<file path="src/rtl/multicycle_ctrl_if.sv">
// Data-memory handshake between the multicycle controller (master) and memory (slave).
// dmem_req is held high in every MEM cycle; a transfer completes in the cycle where
// dmem_ready is sampled high while dmem_req is high, and dmem_we qualifies it as a write.
interface multicycle_ctrl_if;
  logic dmem_req;
  logic dmem_we;
  logic dmem_ready;

  modport master (output dmem_req, output dmem_we, input dmem_ready);
  modport slave  (input dmem_req, input dmem_we, output dmem_ready);
endinterface

</file>
<file path="src/rtl/multicycle_ctrl.sv">
// Multicycle MIPS-subset control FSM: FETCH/DECODE/EXEC/MEM/WB sequencing with a
// memory-wait timeout, a retired-instruction counter and a latched fault state.
module multicycle_ctrl #(
  parameter int CNT_W       = 32,
  parameter int MEM_TIMEOUT = 15
) (
  input  logic                 clk,
  input  logic                 rst,
  input  logic                 run,
  input  logic [5:0]           opcode,
  input  logic                 alu_zero,
  multicycle_ctrl_if.master    dmem,
  output logic                 ir_we,
  output logic                 pc_we,
  output logic [1:0]           pc_src,
  output logic                 reg_we,
  output logic                 reg_dst,
  output logic                 alu_src,
  output logic                 mem_to_reg,
  output logic [5:0]           alu_op,
  output logic                 busy,
  output logic                 fault,
  output logic [CNT_W-1:0]     retired,
  output logic [2:0]           state_dbg
);

  localparam int WAIT_W = (MEM_TIMEOUT < 2) ? 1 : $clog2(MEM_TIMEOUT + 1);

  localparam logic [5:0] OP_R    = 6'b000000;
  localparam logic [5:0] OP_ADDI = 6'b001000;
  localparam logic [5:0] OP_LW   = 6'b100011;
  localparam logic [5:0] OP_SW   = 6'b101011;
  localparam logic [5:0] OP_BEQ  = 6'b000100;
  localparam logic [5:0] OP_J    = 6'b000010;

  typedef enum logic [2:0] {
    S_IDLE   = 3'd0,
    S_FETCH  = 3'd1,
    S_DECODE = 3'd2,
    S_EXEC   = 3'd3,
    S_MEM    = 3'd4,
    S_WB     = 3'd5,
    S_HALT   = 3'd6
  } state_t;

  state_t             state_q, state_d;
  logic [5:0]         opcode_q;
  logic [WAIT_W-1:0]  wait_q, wait_d;
  logic [CNT_W-1:0]   retired_q;
  logic               complete;
  logic               mem_req, mem_we;

  always_ff @(posedge clk or negedge rst) begin
    if (!rst) begin
      state_q   <= S_IDLE;
      opcode_q  <= '0;
      wait_q    <= '0;
      retired_q <= '0;
    end else begin
      state_q <= state_d;
      wait_q  <= wait_d;
      if (state_q == S_DECODE) opcode_q <= opcode;
      if (complete) retired_q <= retired_q + CNT_W'(1);
    end
  end

  always_comb begin
    state_d    = state_q;
    wait_d     = '0;
    complete   = 1'b0;
    ir_we      = 1'b0;
    pc_we      = 1'b0;
    pc_src     = 2'b00;
    reg_we     = 1'b0;
    reg_dst    = 1'b0;
    alu_src    = 1'b0;
    mem_to_reg = 1'b0;
    alu_op     = 6'd0;
    mem_req    = 1'b0;
    mem_we     = 1'b0;

    case (state_q)
      S_IDLE: begin
        if (run) state_d = S_FETCH;
      end
      S_FETCH: begin
        ir_we   = 1'b1;
        pc_we   = 1'b1;
        state_d = S_DECODE;
      end
      S_DECODE: begin
        // Decoded from the live opcode; the latched copy drives everything after this.
        case (opcode)
          OP_R, OP_ADDI, OP_LW, OP_SW, OP_BEQ, OP_J: state_d = S_EXEC;
          default:                                   state_d = S_HALT;
        endcase
      end
      S_EXEC: begin
        alu_op  = opcode_q;
        alu_src = (opcode_q == OP_ADDI) || (opcode_q == OP_LW) || (opcode_q == OP_SW);
        case (opcode_q)
          OP_R, OP_ADDI: state_d = S_WB;
          OP_LW, OP_SW:  state_d = S_MEM;
          OP_BEQ: begin
            pc_we    = alu_zero;
            pc_src   = 2'b01;
            complete = 1'b1;
          end
          OP_J: begin
            pc_we    = 1'b1;
            pc_src   = 2'b10;
            complete = 1'b1;
          end
          default: state_d = S_HALT;
        endcase
      end
      S_MEM: begin
        mem_req = 1'b1;
        mem_we  = (opcode_q == OP_SW);
        if (dmem.dmem_ready) begin
          if (opcode_q == OP_SW) complete = 1'b1;
          else                   state_d  = S_WB;
        end else if (wait_q == WAIT_W'(MEM_TIMEOUT - 1)) begin
          // This cycle would be the MEM_TIMEOUT-th without ready.
          state_d = S_HALT;
        end else begin
          wait_d = wait_q + WAIT_W'(1);
        end
      end
      S_WB: begin
        reg_we     = 1'b1;
        reg_dst    = (opcode_q == OP_R);
        mem_to_reg = (opcode_q == OP_LW);
        complete   = 1'b1;
      end
      S_HALT: begin
        state_d = S_HALT;
      end
      default: state_d = S_IDLE;
    endcase

    if (complete) state_d = run ? S_FETCH : S_IDLE;
  end

  assign busy          = (state_q != S_IDLE) && (state_q != S_HALT);
  assign fault         = (state_q == S_HALT);
  assign retired       = retired_q;
  assign state_dbg     = state_q;
  assign dmem.dmem_req = mem_req;
  assign dmem.dmem_we  = mem_we;

endmodule

</file>
<file path="src/flat_wrapper.sv">
// flat-port wrapper written by rule: the top's interface ports become plain ports
module multicycle_ctrl_flat 
#(
  parameter int CNT_W       = 32,
  parameter int MEM_TIMEOUT = 15
)
  (clk, rst, run, opcode, alu_zero, ir_we, pc_we, pc_src, reg_we, reg_dst, alu_src, mem_to_reg, alu_op, busy, fault, retired, state_dbg, dmem_dmem_req, dmem_dmem_we, dmem_dmem_ready);
  multicycle_ctrl_if dmem_i ();
  input  logic clk;
  input  logic rst;
  input  logic run;
  input  logic [5:0] opcode;
  input  logic alu_zero;
  output logic ir_we;
  output logic pc_we;
  output logic [1:0] pc_src;
  output logic reg_we;
  output logic reg_dst;
  output logic alu_src;
  output logic mem_to_reg;
  output logic [5:0] alu_op;
  output logic busy;
  output logic fault;
  output logic [CNT_W-1:0] retired;
  output logic [2:0] state_dbg;
  output wire logic [$bits(dmem_i.dmem_req)-1:0] dmem_dmem_req;
  output wire logic [$bits(dmem_i.dmem_we)-1:0] dmem_dmem_we;
  input wire logic [$bits(dmem_i.dmem_ready)-1:0] dmem_dmem_ready;
  assign dmem_dmem_req = dmem_i.dmem_req;
  assign dmem_dmem_we = dmem_i.dmem_we;
  assign dmem_i.dmem_ready = dmem_dmem_ready;
  multicycle_ctrl #(.CNT_W(CNT_W), .MEM_TIMEOUT(MEM_TIMEOUT)) u_core (.clk(clk), .rst(rst), .run(run), .opcode(opcode), .alu_zero(alu_zero), .dmem(dmem_i), .ir_we(ir_we), .pc_we(pc_we), .pc_src(pc_src), .reg_we(reg_we), .reg_dst(reg_dst), .alu_src(alu_src), .mem_to_reg(mem_to_reg), .alu_op(alu_op), .busy(busy), .fault(fault), .retired(retired), .state_dbg(state_dbg));
endmodule
</file>
<file path="config.mk">
export PLATFORM = sky130hd
export DESIGN_NAME = multicycle_ctrl_flat
export DESIGN_NICKNAME = d
export VERILOG_FILES = /design/src/rtl/multicycle_ctrl_if.sv /design/src/rtl/multicycle_ctrl.sv /design/src/flat_wrapper.sv
export SDC_FILE = /design/constraint.sdc
export NUM_CORES = 1
export LEC_CHECK = 0
export CORE_MARGIN = 5
export CORE_UTILIZATION = 50
export CTS_BUF_LIST = sky130_fd_sc_hd__clkbuf_4
export CTS_CLUSTER_DIAMETER = 80
export DETAILED_ROUTE_END_ITERATION = 10
export PLACE_DENSITY = 0.87
export SLEW_MARGIN = 20
export SYNTH_ARGS = -nofsm -noshare
export SYNTH_HDL_FRONTEND = slang
export SYNTH_SLANG_ARGS = --single-unit
</file>
<file path="constraint.sdc">
create_clock -name clk -period 2.4 [get_ports clk]
set_input_delay 0.48 -clock clk [delete_from_list [all_inputs] [get_ports clk]]
set_output_delay 0.48 -clock clk [all_outputs]
set_load 0.1 [all_outputs]
</file>
# After elaboration in Yosys (flattened, before gate mapping)
# Index checks and enable logic that the tools add are counted.
# totals
inputBits	11
word_cells	69
reg_bits	45
# classes
reduce_logical	12
n_eq_ne	23
muxes	28
add_sub_neg	2
# op_table
operator	n
$add A32 B1 Y32 const B	1
$eq A6 B6 Y1 const B	4
$pmux W3 S7	1
$mux W3	6
$eq A6 B2 Y1 const B	2
$eq A6 B3 Y1 const B	2
$eq A6 B4 Y1 const B	2
$logic_not A6 Y1	2
$mux W4	3
$mux W1	11
$eq A3 B3 Y1 const B	3
$pmux W3 S3	1
$eq A3 B2 Y1 const B	2
$mux W6	1
$ne A3 B2 Y1 const B	2
$reduce_or A2 Y1	3
$reduce_or A6 Y1	1
$reduce_and A5 Y1	1
$add A4 B1 Y4 const B	1
$eq A4 B4 Y1 const B	1
$ne A4 B2 Y1 const B	1
$ne A4 B3 Y1 const B	1
$pmux W1 S2	2
$pmux W2 S2	1
9 further kinds	10

# Logic depth before layout (Yosys ltp)
# Gate-level depths: netlist of run 1.
# depth
ltp_word	6
mapped_depth	7
ltp_nobuf	6

# Least setup slack after synthesis of run 1
# Ideal clock, no wire load.
# synth_path
kind	register to output
start	register u_core.state_q[0] (netlist: u_core.state_dbg[0])
end	output reg_dst
t_arrival_ps	3702
slack_ps	-1782
required_ps	1920
path_stages_with_launch	5
cell_sequence	dfrtp_1 > clkbuf_1 > and3b_1 > nand3b_1 > nor2b_1
# synth_via
elab_chain_len	2
# synth_rtl
element	line	rtl
from (decl)	multicycle_ctrl.sv:46	state_t state_q, state_d;
from (signal assigned)	multicycle_ctrl.sv:60	state_q <= state_d;
$eq A3 B3 Y1	multicycle_ctrl.sv:82	case (state_q)
$mux W1	multicycle_ctrl.sv:82	
to (decl)	flat_wrapper.sv:18	output logic reg_dst;
# Every way passes these cells.

# Worst setup path in the final report of run 1
# layout_path
start	register u_core.state_q[1] (netlist: u_core.state_dbg[1])
end	output reg_dst
# Same word-level chain as after synthesis.

==> flow_summary.yaml, run 1 <==
critical_path:
  critPathRequiredTime_ps: 1920
  ff2ff_path_depth: 6
  rrSetupSlack_ps: 270
  worstReg2RegStart: "u_core.retired[0]"
  worstSetupStartpointType: "register"
  r2r_end: "u_core.retired[26]"
  setup.worst_path.end_class: "output port"
  cp.arrival_ps: 1840
  crit_chain: "and3b_4, nand3b_1, nor2b_4, buf_12"
  crit_fanout: 12
  max_stage_delay_ps: 570
  crit_family: "simple AND/OR/NAND/NOR gates"
  cp_num_buf_inv: 1
  path_class: "reg -> out"
  crit_slowest_cell: "dfrtp_4"
cells_and_area:
  layout_commonest_cell: "buf_4"
  antenna_cells: 0
  fin_nets: 309
  drive_gt1_frac: 0.389
  fill_cells: 348
  areaGrowthSynthToFinish_pct: 39.4
  fin_util: 0.710
  final_cell_mix: "buf_4 (45), dfrtp_1 (30), xnor2_1 (28)"
place:
  port-buffer-count: 63
  finalWeightedCongestion: 0.835
  hpwl_um: 4170
  pre_cts_ws_ps: 92.7
floorplan:
  initial_utilization: 0.509
  die_y_um: 79.1
  fp.coreArea_um2: 4690
  row_count: 25
  num_io_pins: 64
  fp.dieArea_um2: 6260
  die_w_um: 79.1
power:
  internal_power_w: 0.00168
  worst_ir_drop_vdd_mv: 0.658
  seqPwrFrac: 0.325
  switching_share: 0.521
  powerDensity_nw_per_um2: 1050
  p_leak_nw: 1.38
  clock_power_share: 0.106
  finalPower_w: 0.00351
  power_frac_comb: 0.568
  power.switching_w: 0.00183
timing:
  fin_ws_ps: 83.8
  finalSetupViolations: 0
  period_needed_ps: 2320
  fmax_ghz: 0.432
  rsz0062_at_grt: "no"
  relSlewSlack: 0.599
  period_share: 0.965
  slew_viol_final: 0
  hold_viol: 0
  fin_worst_skew_ps: 9.21
  tightest_slew_ps: 602
clock_tree:
  root_buffer: "clkbuf_4"
  path_clk_slew_ps: 120
  clk_latency_ps: 340
  cts_made_buffers: 5
  cts_tree: "built"
  clock_path_buffers: 2
  cts_setup_buffers: 0
  h-tree-depth: 2
  cts.sinks: 45
  hold_buffers: 0
global_routing:
  grtUsageTotal: 0.184
  grt_max_degree: 27
  antenna_found_initial: 0
  grt-ovfl-total: 0
  grt_pass1_wl_um: 9190
  grt_pass1_vias: 1948
drt:
  post_drt_via_cell_ratio: 5.45
  postRouteAntennaNets: 0
  drc: 0
  drt_first_pass_iters: 4
  first_iter_violations: 112
  drt-total-wl_um: 5290
  dr_total_vias: 1908
  wl_per_cell_um: 15.1
logic_synthesis:
  synth_nets: 238
  netlist_area_um2: 2390
  syn-mean-instance-area_um2: 10.7
  synth-seq-cells: 45
  netlist_instances: 224
  seq_area_frac_synth: 0.471
  yosys_warnings: 0
  ys_types: 41
hold_path:
  hp-class: "in -> async"
run_status:
  status: "finished clean"
job:
  drv_cap: 0
==> how the worst max path moves through the flow <==
stage / from / endpoint / slack [ps] / cells past startpoint
after floorplan: u_core.state_dbg[1] / reg_dst / -200 / 4
after global placement: dmem_dmem_ready / u_core.retired[31] / 140 / 7
after detailed placement: dmem_dmem_ready / u_core.retired[26] / 90 / 6
after CTS: u_core.opcode_q[0] / pc_we / 10 / 4
after global routing: u_core.state_dbg[1] / mem_to_reg / 2 / 4
final: u_core.state_dbg[1] / reg_dst / 80 / 4
==> Yosys cell counts (all sizes together) <==
| cell type | n | area (µm²) |
|---|---|---|
| and3 | 6 | 37.5 |
| a211oi | 1 | 7.51 |
| a21oi | 4 | 20.0 |
| nor4 | 2 | 27.5 |
| nand3 | 19 | 108 |
| nor2 | 18 | 67.6 |
| or3 | 1 | 6.26 |
| o21a | 1 | 7.51 |
| and2 | 8 | 50.1 |
| and4b | 2 | 20.0 |
| a31oi | 1 | 6.26 |
| and2b | 1 | 7.51 |
| ha | 3 | 37.5 |
| o21ai | 4 | 20.0 |
| maj3 | 1 | 10.0 |
| dfrtp | 45 | 1130 |
| nand2 | 17 | 63.8 |
| xor2 | 7 | 61.3 |
| inv | 5 | 18.8 |
| nand3b | 1 | 7.51 |
| a2111oi | 3 | 63.8 |
| xnor2 | 28 | 245 |
| nor2b | 2 | 12.5 |
| nor3 | 3 | 15.0 |
| a41oi | 1 | 27.5 |
| nor3b | 2 | 15.0 |
| clkbuf | 3 | 11.3 |
| o2111ai | 1 | 8.76 |
| and3b | 4 | 35.0 |
| nand4 | 11 | 68.8 |
| nand2b | 1 | 6.26 |
| buf | 5 | 37.5 |
| a221oi | 1 | 8.76 |
| a311o | 1 | 10.0 |
| o211ai | 1 | 7.51 |
| and4 | 3 | 26.3 |
| mux2 | 7 | 78.8 |
==> per-stage QoR <==
stage	instance area, µm²	TNS [ps]	hold slack, ps	instances
CTS	3330	0	129	350
floorplan	2480	-425	184	224
finish	3330	0	123	350
detailed placement	3270	0	472	342
global placement	3270	0	465	342
global route	3330	0	157	350
==> flip-flops by register name, indices dropped and copies added (netlist names) <==
register          cells
u_core.retired       32
u_core.opcode_q       6
u_core.state_dbg      3
u_core.wait_q         4
==> power by group through the flow <==
stage / sequential [W] / clock (W) / combinational, W
after floorplan: 0.00147 / 0 / 0.00118
after global placement: 0.00114 / 0 / 0.00197
after detailed placement: 0.00115 / 0 / 0.00200
after CTS: 0.00114 / 0.000388 / 0.00200
after global routing: 0.00117 / 0.000413 / 0.00209
final: 0.00114 / 0.000373 / 0.00199
==> routing by layer <==
metal  wire length (µm)  GRT usage
met2               2650      0.317
met4                 63     0.0515
met5                  0          0
met1               2290      0.236
met3                288     0.0340
==> layout make-up <==
class | count | area [µm²] | share of cell area
inverters | 5 | 18.8 | 0.00563
multi-input cells | 166 | 1260 | 0.378
repair buffers | 72 | 773 | 0.232
well taps | 54 | 67.6 | 0.0203
flip-flops and latches | 45 | 1150 | 0.346
clock buffers | 8 | 60.1 | 0.0180
==> logic make-up (layout without fill, tap and decap cells) <==
family	after synthesis	after routing	share of synthesized area
fa+ha+maj	4	4	0.0199
mux	7	7	0.0330
buf+inv	13	85	0.0283
simple gates	101	101	0.240
flops	45	45	0.471
xor+xnor	35	35	0.128
compound gates	19	19	0.0786
==> timing repair <==
item,CTS,global route
hold endpoints to repair,0,0
endpoints found under the setup margin,0,3
resized for setup,0,3
Note: power is estimated with default switching activity, not from simulation.
==> inputs of run 2 (changes only) <==
--- a/config.mk
+++ b/config.mk
@@ -15,3 +15,4 @@
 export SYNTH_ARGS = -nofsm -noshare
 export SYNTH_HDL_FRONTEND = slang
 export SYNTH_SLANG_ARGS = --single-unit
+export TNS_END_PERCENT = 1
==> run 2 against run 1 <==
Die area unchanged. Clock skew grew 3.3 ps. Setup slack worse by 11 ps. Count of clock-buffer cells in the layout decreased by 1. Core utilization down 0.29 points. Critical path depth unchanged. First-iteration DRC count shrank 46%. Combinational power is essentially flat. Global-route usage is 0.15 points higher. Power shrank 0.21%. Sequential power barely moved. Largest power group unchanged. Highest routed layer unchanged.
==> flow_summary.yaml, run 2 (same netlist as run 1, synthesis figures left out) <==
critical_path:
  crit_chain: "and3b_4, nand3b_1, nor2b_4, buf_12"
  critPathRequiredTime_ps: 1920
  crit_fanout: 12
  max_stage_delay_ps: 560
  crit_slowest_cell: "dfrtp_4"
  path_class: "reg -> out"
  worstSetupStartpointType: "register"
  cp.arrival_ps: 1850
  setup.worst_path.end_class: "output port"
power:
  p_leak_nw: 1.40
  powerDensity_nw_per_um2: 1060
  worst_ir_drop_vdd_mv: 0.648
  finalPower_w: 0.00350
cells_and_area:
  final_cell_mix: "buf_4 (46), dfrtp_1 (40), xnor2_1 (28)"
  largest_register_ff_count: 32
  layout_commonest_cell: "buf_4"
  design_area_um2: 3320
  areaGrowthSynthToFinish_pct: 38.9
  fin_nets: 310
  drive_gt1_frac: 0.354
  antenna_cells: 0
clock_tree:
  cts_made_buffers: 5
  clk_latency_ps: 350
  h-tree-depth: 2
  cts_tree: "built"
  root_buffer: "clkbuf_4"
  cts.sinks: 45
  hold_buffers: 0
  path_clk_slew_ps: 120
  clock_path_buffers: 2
timing:
  period_needed_ps: 2330
  fin_worst_skew_ps: 12.5
  relSlewSlack: 0.448
  tightest_slew_ps: 828
  fmax_ghz: 0.430
  period_share: 0.970
  rsz0062_at_grt: "yes"
  finalSetupViolations: 0
  hold_viol: 0
  slew_viol_final: 0
floorplan:
  die_w_um: 79.1
  fp.coreArea_um2: 4690
  fp.dieArea_um2: 6260
  row_count: 25
  num_io_pins: 64
  die_y_um: 79.1
  initial_utilization: 0.509
global_routing:
  grt-ovfl-total: 0
  top_usage_layer: "met2"
  met2_usage: 0.327
  met1_usage: 0.230
  antenna_found_initial: 0
  grt_pass1_wl_um: 9280
  met3_usage: 0.0420
  grt_max_degree: 39
  grtUsageTotal: 0.185
  grt_pass1_vias: 1984
place:
  dpl_cell_area_um2: 3240
  finalWeightedCongestion: 0.797
  port-buffer-count: 63
  hpwl_um: 4240
hold_path:
  hp-class: "in -> async"
drt:
  drc: 0
  dr_total_vias: 1935
  post_drt_via_cell_ratio: 5.51
  postRouteAntennaNets: 0
  drt-total-wl_um: 5470
  first_iter_violations: 61
  drt_first_pass_iters: 4
  wl_per_cell_um: 15.6
run_status:
  status: "finished clean"
job:
  drv_cap: 0
[run 2: worst max-delay path, delay by kind of cell, from the launching register on]
kind,cells,cell delay [ps]
simple gates,3,750
buf+inv,1,180
flops,1,560
[run 2: routing by layer]
metal | share of wire | wire (µm)
met3 | 0.047 | 255
met1 | 0.43 | 2360
met4 | 0.015 | 80
met5 | 0 | 0
met2 | 0.51 | 2760
[run 2: final cells by class]
cell class              instances  area (µm²)
clock inverters                 1        3.75
inverters                       5        18.8
multi-input cells             166        1250
flip-flops and latches         45        1140
fillers                       354        1380
well taps                      54        67.6
clock buffers                   7        52.6
repair buffers                 73         781
[run 2: final timing paths]
check	startpoint	end	slack, ps	cells past startpoint
max	u_core.state_dbg[1]	reg_dst	70	4
min	rst	u_core.retired[3]	210	1
max reg2reg	u_core.retired[0]	u_core.retired[26]	230	6
min reg2reg	u_core.retired[31]	u_core.retired[31]	480	1
max in group asynchronous	rst	u_core.retired[30]	1540	2
min in group clk	u_core.retired[31]	u_core.retired[31]	480	1
[run 2: power breakdown]
part | leakage [nW] | switching (W) | internal (W)
registers | 0.583 | 0.000239 | 0.000899
clock network | 0.0338 | 0.000218 | 0.000136
logic | 0.784 | 0.00137 | 0.000639
[run 2: metrics by stage]
step	utilization	setup slack (ps)	instances	hold slack, ps	TNS [ps]
5_1_grt	0.707	-3.69	351	280	-3.69
6_report	0.707	73.1	351	214	0
3_5_place_dp	0.691	54.2	341	473	0
4_1_cts	0.703	8.34	349	227	0
3_3_place_gp	0.691	138	341	473	0
2_1_floorplan	-	-201	224	184	-1130
[run 2: what timing repair did]
item / 4_1_cts / 5_1_grt
buffers inserted: 0 / 2
setup endpoints to repair: 0 / 3
gates resized for setup: 0 / 1
==> inputs of run 3 (changes only) <==
--- a/config.mk
+++ b/config.mk
@@ -6,11 +6,11 @@
 export NUM_CORES = 1
 export LEC_CHECK = 0
 export CORE_MARGIN = 5
-export CORE_UTILIZATION = 50
+export CORE_UTILIZATION = 40
 export CTS_BUF_LIST = sky130_fd_sc_hd__clkbuf_4
 export CTS_CLUSTER_DIAMETER = 80
 export DETAILED_ROUTE_END_ITERATION = 10
-export PLACE_DENSITY = 0.87
+export PLACE_DENSITY = 0.73
 export SLEW_MARGIN = 20
 export SYNTH_ARGS = -nofsm -noshare
 export SYNTH_HDL_FRONTEND = slang
==> run 3 against run 2 <==
Sequential share of layout area is 0.77 points lower. Clock power is 61% higher. Global-route usage shrank 3.3 points. Clock skew shrank 2.5 ps. Cell area up 2.3%. Power rose by 5.3%. Count of clock-buffer cells in the layout is 2 lower. Cell count up 6.0%. Sequential power hardly changed. Die area grew 22%. Largest cell class unchanged. Highest routed layer unchanged.
==> flow_summary.yaml, run 3 (same netlist as run 1, synthesis figures left out) <==
run_status:
  status: "finished clean"
hold_path:
  min_from: "u_core.wait_q[0]"
  hold_depth: 1
  hp-class: "reg -> reg"
  hold_end: "u_core.wait_q[0]"
floorplan:
  fp.coreArea_um2: 5850
  fp.dieArea_um2: 7620
  die_y_um: 87.3
  row_count: 28
  initial_utilization: 0.408
  num_io_pins: 64
  die_w_um: 87.3
global_routing:
  grt_pass1_wl_um: 9310
  grtUsageTotal: 0.152
  antenna_found_initial: 0
  grt_max_degree: 21
  grt_pass1_vias: 1984
  grt-ovfl-total: 0
drt:
  postRouteAntennaNets: 0
  dr_total_vias: 1930
  first_iter_violations: 61
  wl_per_cell_um: 14.7
  drt-total-wl_um: 5480
  post_drt_via_cell_ratio: 5.19
  drt_first_pass_iters: 4
  drc: 0
timing:
  tightest_slew_ps: 415
  fin_ws_ps: 40.0
  period_needed_ps: 2360
  fin_worst_skew_ps: 10.0
  relSlewSlack: 0.724
  hold_viol: 0
  period_share: 0.983
  finalSetupViolations: 0
  fmax_ghz: 0.424
  slew_viol_final: 0
  fin_setup_tns_ps: 0
  rsz0062_at_grt: "yes"
place:
  pre_cts_ws_ps: 55.1
  port-buffer-count: 63
  finalWeightedCongestion: 0.796
  hpwl_um: 4270
  post-place-cells: 362
clock_tree:
  h-tree-depth: 2
  clock_path_buffers: 2
  cts_made_buffers: 5
  cts.sinks: 45
  cts_tree: "built"
  path_clk_slew_ps: 130
  root_buffer: "clkbuf_4"
  clk_latency_ps: 360
power:
  worst_ir_drop_vdd_mv: 0.949
  powerDensity_nw_per_um2: 1090
  p_leak_nw: 1.42
critical_path:
  worstSetupStartpointType: "register"
  worstReg2RegStart: "u_core.retired[0]"
  rrSetupSlack_ps: 270
  ff2ff_path_depth: 6
  critPathRequiredTime_ps: 1920
  crit_fanout: 12
  path_class: "reg -> out"
  setup.worst_path.end_class: "output port"
  cp.arrival_ps: 1880
  r2r_end: "u_core.retired[26]"
job:
  drv_cap: 0
cells_and_area:
  fin_util: 0.580
  largest_register_ff_count: 32
  antenna_cells: 0
  areaGrowthSynthToFinish_pct: 42.1
  drive_gt1_frac: 0.357
  fin_nets: 310
  final_cell_mix: "buf_4 (45), dfrtp_1 (40), xnor2_1 (28)"
  layout_commonest_cell: "buf_4"
  finalNonFillerCells: 372
[run 3: cell types whose count changed in the layout (fill, tap and decap cells not counted), sizes merged]
cell	before	now
bufinv	0	2
dlygate4sd3	0	1
clkbuf	7	5
buf	64	63
[run 3: final cells by class]
class / count / area [µm²]
flip-flops and latches: 45 / 1140
clock buffers: 5 / 37.5
clock inverters: 3 / 65.1
well taps: 75 / 93.8
inverters: 5 / 18.8
repair buffers: 73 / 783
fillers: 500 / 2460
multi-input cells: 166 / 1250
[run 3: layer usage]
metal | part of all wire | up-vias | GRT usage
met5 | 0 | - | 0
met4 | 0.013 | 0 | 0.0488
met3 | 0.052 | 7 | 0.0378
met2 | 0.49 | 51 | 0.257
met1 | 0.45 | 941 | 0.191
li1 | - | 931 | -
[run 3: worst max path at each step]
stage | startpoint | end | slack [ps]
detailed placement | dmem_dmem_ready | u_core.retired[31] | 60
finish | u_core.state_dbg[1] | reg_dst | 40
floorplan | u_core.state_dbg[1] | reg_dst | -200
CTS | u_core.opcode_q[0] | pc_we | 7
global placement | dmem_dmem_ready | u_core.retired[31] | 130
global route | u_core.state_dbg[1] | reg_dst | -50
[run 3: timing repair]
item                                    4_1_cts  5_1_grt
setup buffers                                 0        1
endpoints found under the setup margin        1        5
gates resized for setup                       1        1
endpoints found under the hold margin        13        0
pin swaps                                     0        1
hold buffers                                  1        0
[run 3: through the flow]
stage / hold slack, ps / power (W) / area (µm²)
after floorplan: 184 / 0.00264 / 2470
after global placement: 389 / 0.00311 / 3270
after detailed placement: 398 / 0.00313 / 3270
after CTS: 497 / 0.00370 / 3380
after global routing: 512 / 0.00386 / 3390
final: 491 / 0.00368 / 3390
[run 3: worst max-delay path, stage by stage (launching register included)]
cell and delay (ps):
dfrtp_4 570, and3b_4 370, nand3b_1 210, nor2b_4 190, buf_12 180
[run 3: power by group]
part	internal, W	total [W]	switching (W)
sequential	0.000899	0.00113	0.000234
clock	0.000322	0.000567	0.000245
combinational	0.000623	0.00199	0.00136
total	0.00184	0.00368	0.00184
